File: src/rtl/ysyx_22050854_mem_arbiter.sv
// Shares one 64-bit memory port between IFU and LSU, one transaction at a time.
// Define ARB_RR_EN for round-robin grant on ties (default: LSU over IFU).
module ysyx_22050854_mem_arbiter #(
    parameter int ADDR_W = 64,
    parameter int DATA_W = 64
) (
    input  logic                  clk,
    input  logic                  rst,
    input  logic                  ifu_req_valid,
    input  logic [ADDR_W-1:0]     ifu_req_addr,
    output logic                  ifu_req_ready,
    output logic                  ifu_resp_valid,
    output logic [31:0]           ifu_resp_data,
    input  logic                  lsu_req_valid,
    input  logic [ADDR_W-1:0]     lsu_req_addr,
    input  logic                  lsu_req_wen,
    input  logic [2:0]            lsu_req_op,
    input  logic [DATA_W-1:0]     lsu_req_wdata,
    output logic                  lsu_req_ready,
    output logic                  lsu_resp_valid,
    output logic [DATA_W-1:0]     lsu_resp_data,
    output logic                  mem_req_valid,
    input  logic                  mem_req_ready,
    output logic [ADDR_W-1:0]     mem_req_addr,
    output logic                  mem_req_wen,
    output logic [DATA_W-1:0]     mem_req_wdata,
    output logic [DATA_W/8-1:0]   mem_req_wmask,
    input  logic                  mem_resp_valid,
    input  logic [DATA_W-1:0]     mem_resp_data
);
    localparam int NB = DATA_W / 8;

    typedef enum logic [1:0] {S_IDLE, S_REQ, S_RESP} state_e;

    state_e              state_q;
    logic                owner_q;   // 1 = LSU
    logic [ADDR_W-1:0]   addr_q;
    logic                wen_q;
    logic [2:0]          op_q;
    logic [2:0]          off_q;
    logic [DATA_W-1:0]   wdata_q;
    logic [NB-1:0]       wmask_q;
    logic                ifu_rv_q, lsu_rv_q;
    logic [31:0]         ifu_rd_q;
    logic [DATA_W-1:0]   lsu_rd_q;

    logic                grant_lsu, idle, hs;
    logic [2:0]          lsu_off;
    logic [NB-1:0]       lsu_mask;
    logic [DATA_W-1:0]   raw, ld_ext;

`ifdef ARB_RR_EN
    logic last_lsu_q;
    assign grant_lsu = lsu_req_valid && (!ifu_req_valid || !last_lsu_q);
`else
    assign grant_lsu = lsu_req_valid;
`endif

    // Ready is masked during reset so no handshake can slip through it.
    assign idle          = (state_q == S_IDLE) && !rst;
    assign lsu_req_ready = idle && grant_lsu;
    assign ifu_req_ready = idle && !grant_lsu && ifu_req_valid;
    assign hs            = lsu_req_ready || ifu_req_ready;

    assign lsu_off = lsu_req_addr[2:0];

    always_comb begin
        case (lsu_req_op[1:0])
            2'b00:   lsu_mask = {{(NB-1){1'b0}}, 1'b1} << lsu_off;
            2'b01:   lsu_mask = {{(NB-2){1'b0}}, 2'b11} << lsu_off;
            2'b10:   lsu_mask = {{(NB-4){1'b0}}, 4'hF} << lsu_off;
            default: lsu_mask = '1;
        endcase
    end

    assign raw = mem_resp_data >> {off_q, 3'b000};

    always_comb begin
        case (op_q)
            3'b000:  ld_ext = {{(DATA_W-8){raw[7]}}, raw[7:0]};
            3'b001:  ld_ext = {{(DATA_W-16){raw[15]}}, raw[15:0]};
            3'b010:  ld_ext = {{(DATA_W-32){raw[31]}}, raw[31:0]};
            3'b100:  ld_ext = {{(DATA_W-8){1'b0}}, raw[7:0]};
            3'b101:  ld_ext = {{(DATA_W-16){1'b0}}, raw[15:0]};
            3'b110:  ld_ext = {{(DATA_W-32){1'b0}}, raw[31:0]};
            default: ld_ext = raw;
        endcase
    end

    always_ff @(posedge clk) begin
        if (rst) begin
            state_q  <= S_IDLE;
            owner_q  <= 1'b0;
            addr_q   <= '0;
            wen_q    <= 1'b0;
            op_q     <= '0;
            off_q    <= '0;
            wdata_q  <= '0;
            wmask_q  <= '0;
            ifu_rv_q <= 1'b0;
            lsu_rv_q <= 1'b0;
            ifu_rd_q <= '0;
            lsu_rd_q <= '0;
`ifdef ARB_RR_EN
            last_lsu_q <= 1'b0;
`endif
        end else begin
            ifu_rv_q <= 1'b0;
            lsu_rv_q <= 1'b0;
            case (state_q)
                S_IDLE: if (hs) begin
                    state_q <= S_REQ;
                    owner_q <= grant_lsu;
`ifdef ARB_RR_EN
                    last_lsu_q <= grant_lsu;
`endif
                    if (grant_lsu) begin
                        addr_q  <= {lsu_req_addr[ADDR_W-1:3], 3'b000};
                        wen_q   <= lsu_req_wen;
                        op_q    <= lsu_req_op;
                        off_q   <= lsu_off;
                        wdata_q <= lsu_req_wdata << {lsu_off, 3'b000};
                        wmask_q <= lsu_req_wen ? lsu_mask : '0;
                    end else begin
                        addr_q  <= {ifu_req_addr[ADDR_W-1:3], 3'b000};
                        wen_q   <= 1'b0;
                        op_q    <= 3'b011;
                        off_q   <= ifu_req_addr[2:0];
                        wdata_q <= '0;
                        wmask_q <= '0;
                    end
                end
                S_REQ: if (mem_req_ready) state_q <= S_RESP;
                S_RESP: if (mem_resp_valid) begin
                    state_q <= S_IDLE;
                    if (owner_q) begin
                        lsu_rv_q <= 1'b1;
                        lsu_rd_q <= wen_q ? '0 : ld_ext;
                    end else begin
                        ifu_rv_q <= 1'b1;
                        ifu_rd_q <= off_q[2] ? mem_resp_data[63:32] : mem_resp_data[31:0];
                    end
                end
                default: state_q <= S_IDLE;
            endcase
        end
    end

    assign mem_req_valid  = (state_q == S_REQ);
    assign mem_req_addr   = addr_q;
    assign mem_req_wen    = wen_q;
    assign mem_req_wdata  = wdata_q;
    assign mem_req_wmask  = wmask_q;
    assign ifu_resp_valid = ifu_rv_q;
    assign ifu_resp_data  = ifu_rd_q;
    assign lsu_resp_valid = lsu_rv_q;
    assign lsu_resp_data  = lsu_rd_q;

endmodule

File: config.mk
export PLATFORM = sky130hd
export DESIGN_NAME = ysyx_22050854_mem_arbiter
export DESIGN_NICKNAME = d
export VERILOG_FILES = /design/src/rtl/ysyx_22050854_mem_arbiter.sv
export SDC_FILE = /design/constraint.sdc
export NUM_CORES = 1
export LEC_CHECK = 0
export ABC_AREA = 1
export BUFFER_PORTS_ARGS = -buffer_cell sky130_fd_sc_hd__buf_2
export CAP_MARGIN = 20
export CELL_PAD_IN_SITES_DETAIL_PLACEMENT = 0
export CELL_PAD_IN_SITES_GLOBAL_PLACEMENT = 1
export CORE_ASPECT_RATIO = 1.5
export CORE_UTILIZATION = 30
export DETAILED_ROUTE_END_ITERATION = 7
export MAX_ROUTING_LAYER = met4
export PLACE_DENSITY = 0.86
export SLEW_MARGIN = 20
export SYNTH_ARGS = -nofsm -noshare
export SYNTH_HDL_FRONTEND = slang
export SYNTH_SLANG_ARGS = --single-unit
File: constraint.sdc
create_clock -name clk -period 1.5 [get_ports clk]
set_clock_uncertainty 0.05 [all_clocks]
set_input_delay 0 -clock clk [delete_from_list [all_inputs] [get_ports clk]]
set_output_delay 0 -clock clk [all_outputs]
set_load 0.02 [all_outputs]
==> summary.txt <==
GRT
  • GRT Total Usage: 0.318
  • Largest net degree at the start of global routing: 84
  • Vias in the first global route: between 15000 and 20000
  • Antenna violations before repair: 0
  • GR Overflow Total: 0
  • First-pass GRT wire length: around 100000 um

Floorplanning
  • Core area: between 0.04 and 0.05 mm2
  • Ports: around 500
  • Die width: 172 um
  • Die Y: roughly 260 um
  • Rows: slightly above 90
  • Initial Util: 0.306
  • Full die area: between 0.04 and 0.05 mm2

Pwr
  • Leak pwr: about 0.011 uW
  • Max VDD drop: 854 uV
  • PD cells: around 900 mW/mm2
  • Internal: around 14000 uW
  • Sw Pwr: 7530 uW
  • Net Sw Frac: 0.351
  • Sequential power share: 0.325
  • Comb power frac: 0.361
  • Clock network power share: 0.315

CTS
  • CTS clk-pin slew, worst paths: around 0.07 ns
  • Clock latency at the later pin of the worst-skew pair: 0.57 ns
  • Clock buffer depth: 3
  • CTS tree: done
  • CTS root buffer: clkbuf_16
  • H-tree depth: 1
  • Inserted Clock Buffers: 27
  • CTS Sinks: roughly 240

Timing
  • Post-layout worst setup margin: -0.368 ns
  • Post-layout min period: around 1.9 ns
  • Slew @ Worst Pin: a little over 0.7 ns
  • Final hold violation count: 0
  • Final Cycle Share: 1.25
  • Max Clk Rate: 0.535 GHz
  • RSZ-0062 raised after global routing: yes
  • Final setup violation count: 240
  • Pins over their slew limit: 0
  • Slew headroom: 0.520

Placed design
  • Setup Slack @ Placement: -0.378 ns
  • Final GP Congestion: 0.998
  • Placed Area: 0.0169 mm2
  • Final HPWL from detailed placement: 47000 um
  • IO buf count: 500

Route
  • DR iter-0 viols: 1611
  • WL/cell: ~22 um
  • Final wirelength: between 70000 and 80000 um
  • DRC viols: 0
  • DRT Pass-1 Iters: 5
  • Routed Antenna Nets: 0
  • Vias: between 15000 and 20000
  • Vias per cell: around 5.4

Cells and area
  • Layout cells sized above 1: 0.375
  • Synth-to-layout area growth: 81.7%
  • Area of the multi-input gates: roughly 0.0084 mm2
  • Antenna cells: 0
  • NumNets Final: roughly 3200
  • Finished Cell Area: around 0.024 mm2
  • Register Area: 0.00484 mm2
  • Filler instances: roughly 3900

Setup path
  • Worst Path Max Fanout: 8
  • CP arrival: about 2.3 ns
  • Critical Path Source Type: flop
  • Worst Path Required: between 1.5 and 2 ns
  • Crit end category: flop
  • CP cell instances: buf_12 > nand2_4 > nand3_4 > nand3_2 > nand2_2 > nand2_4 > buf_12 > nand2_8 > buf_16 > o21ai_2 > a21oi_1
  • Critical path's slowest cell: dfxtp_4
  • Kind of critical path: reg -> reg
  • Max stage delay on crit path: between 0.4 and 0.5 ns
  • Reg2reg path depth: 11

Hold path
  • Cells on Worst Hold Path: 7
  • Hold WC Path Type: in -> reg

Run status
  • Failing checks: negative setup slack
  • Status: finished, violations left

Flow run
  • Max cap viols: 0

Logic synthesis
  • Synth async-reset ratio: 0
  • #FFs+latches synth: roughly 240
  • Main synth FF type: dfxtp_1
  • Distinct cells, synth: 36
  • Syn. warnings: 0
  • Mean area per synthesized cell: 6.41 um2
  • Post-synthesis cell count: 2020
  • Post-synth EDFFs: 0
  • Seq/Total Area, Yosys: 0.373
  • Post-Synthesis Cell Area: 0.0129 mm2
[cell families (layout without fill, tap and decap cells)]
kind of cell / after synthesis / count (layout) / synth area share
AND/OR/NAND/NOR: 888 / 888 / 0.276
AO/OA/AOI/OAI: 622 / 622 / 0.263
buffers and inverters: 262 / 1147 / 0.0829
flip-flops: 241 / 241 / 0.373
multiplexers: 4 / 4 / 0.00309
adder cells (fa/ha/maj): 2 / 2 / 0.00193
other: 1 / 3 / 0.000290
[per-layer routing]
| layer | share of wire | vias to the layer above | track usage | wire [um] |
|---|---|---|---|---|
| met5 | 0 | - | - | 0 |
| met4 | 0.078 | 0 | 0.223 | 5850 |
| met3 | 0.072 | 312 | 0.0429 | 5420 |
| met2 | 0.50 | 1124 | 0.540 | 37100 |
| met1 | 0.35 | 8755 | 0.336 | 26400 |
| li1 | - | 8565 | - | - |
[per-stage QoR]
step | hold WS, ns | TNS (ns) | total power, uW | util | std cells
2_1_floorplan | 0.0915 | -0.929 | 9700 | - | 2022
3_3_place_gp | 0.217 | -25.04 | 12000 | 0.400 | 3063
5_1_grt | 0.0580 | -66.49 | 22200 | 0.557 | 3471
3_5_place_dp | 0.218 | -33.30 | 12000 | 0.400 | 3063
4_1_cts | 0.00601 | -34.97 | 20400 | 0.519 | 3422
6_report | 0.0145 | -49.55 | 21400 | 0.557 | 3471
[path summary, 6_finish.rpt]
check / startpoint / slack (ns) / endpoint
hold / removal: lsu_req_wdata[39] / 0.01 / mem_req_wdata[55]$_SDFFE_PP0P_
setup reg to reg: off_q[0]$_SDFFE_PP0P_ / -0.37 / lsu_resp_data[37]$_SDFFE_PP0P_
hold reg to reg: lsu_resp_data[19]$_SDFFE_PP0P_ / 0.41 / lsu_resp_data[19]$_SDFFE_PP0P_
setup / recovery: off_q[0]$_SDFFE_PP0P_ / -0.37 / lsu_resp_data[37]$_SDFFE_PP0P_
[synth_stat cells (8+ instances only)]
cell,number,area share
dfxtp_1,241,0.37
inv_1,77,0.022
nor2_1,71,0.021
a31oi_1,94,0.045
o211ai_1,39,0.023
nor3_1,10,0.0039
a21oi_1,194,0.075
clkbuf_1,112,0.032
or2_2,9,0.0043
o21ai_0,266,0.10
buf_2,41,0.016
buf_1,17,0.0049
nand3_1,122,0.047
o31ai_1,8,0.0046
nand2_1,662,0.19
[worst max-delay path, delay by kind of cell, from the launching register on]
family | cells | cell delay [ns]
AO/OA/AOI/OAI | 2 | 0.26
buffers and inverters | 3 | 0.46
flip-flops | 1 | 0.44
AND/OR/NAND/NOR | 6 | 0.57
[layout by cell type, fill, tap and decap left out, types with 6 or more instances in the layout]
master	instances
a21oi_1	150
a21oi_2	44
a31oi_1	91
buf_12	43
buf_16	12
buf_2	497
buf_4	135
buf_6	34
buf_8	12
clkbuf_1	8
clkbuf_16	48
dfxtp_1	236
dlygate4sd3_1	258
inv_1	70
inv_2	9
nand2_1	586
nand2_2	53
nand2_4	22
nand3_1	73
nand3_2	37
nand3_4	13
nand4_1	6
nor2_1	66
nor3_1	8
o211ai_1	39
o21ai_0	160
o21ai_1	36
o21ai_2	62
o21ai_4	8
o22ai_1	6
or2_2	9
[state kept, by name, summed over array words and instances (netlist names), 2 cells and up]
signal,count
op_q,3
mem_req_addr,61
mem_req_wdata,64
ifu_resp_data,32
off_q,3
lsu_resp_data,64
state_q,2
mem_req_wmask,8
[layout make-up]
class / instances / share of cell area
flip-flops and latches: 241 / 0.206
clock buffers: 37 / 0.0312
repair inverters: 2 / 0.000957
multi-input cells: 1519 / 0.356
well taps: 564 / 0.0300
inverters: 83 / 0.0144
clock inverters: 12 / 0.00548
repair buffers: 1013 / 0.357
[power groups by stage]
stage	combinational [uW]	sequential (uW)	clock [uW]
global route	8140	6980	7120
CTS	6620	6920	6840
detailed placement	4940	7040	0
finish	7730	6960	6750
global placement	4920	7030	0
floorplan	2320	7370	0
[repair_timing]
action | 4_1_cts | 5_1_grt
endpoints found under the setup margin | 224 | 241
gates cloned | 15 | 27
resized for setup | 256 | 265
endpoints found under the hold margin | 182 | 0
buffers inserted | 37 | 30
pin swaps | 66 | 77
hold buffers | 258 | 0
Power figures use the tool's default switching activity.
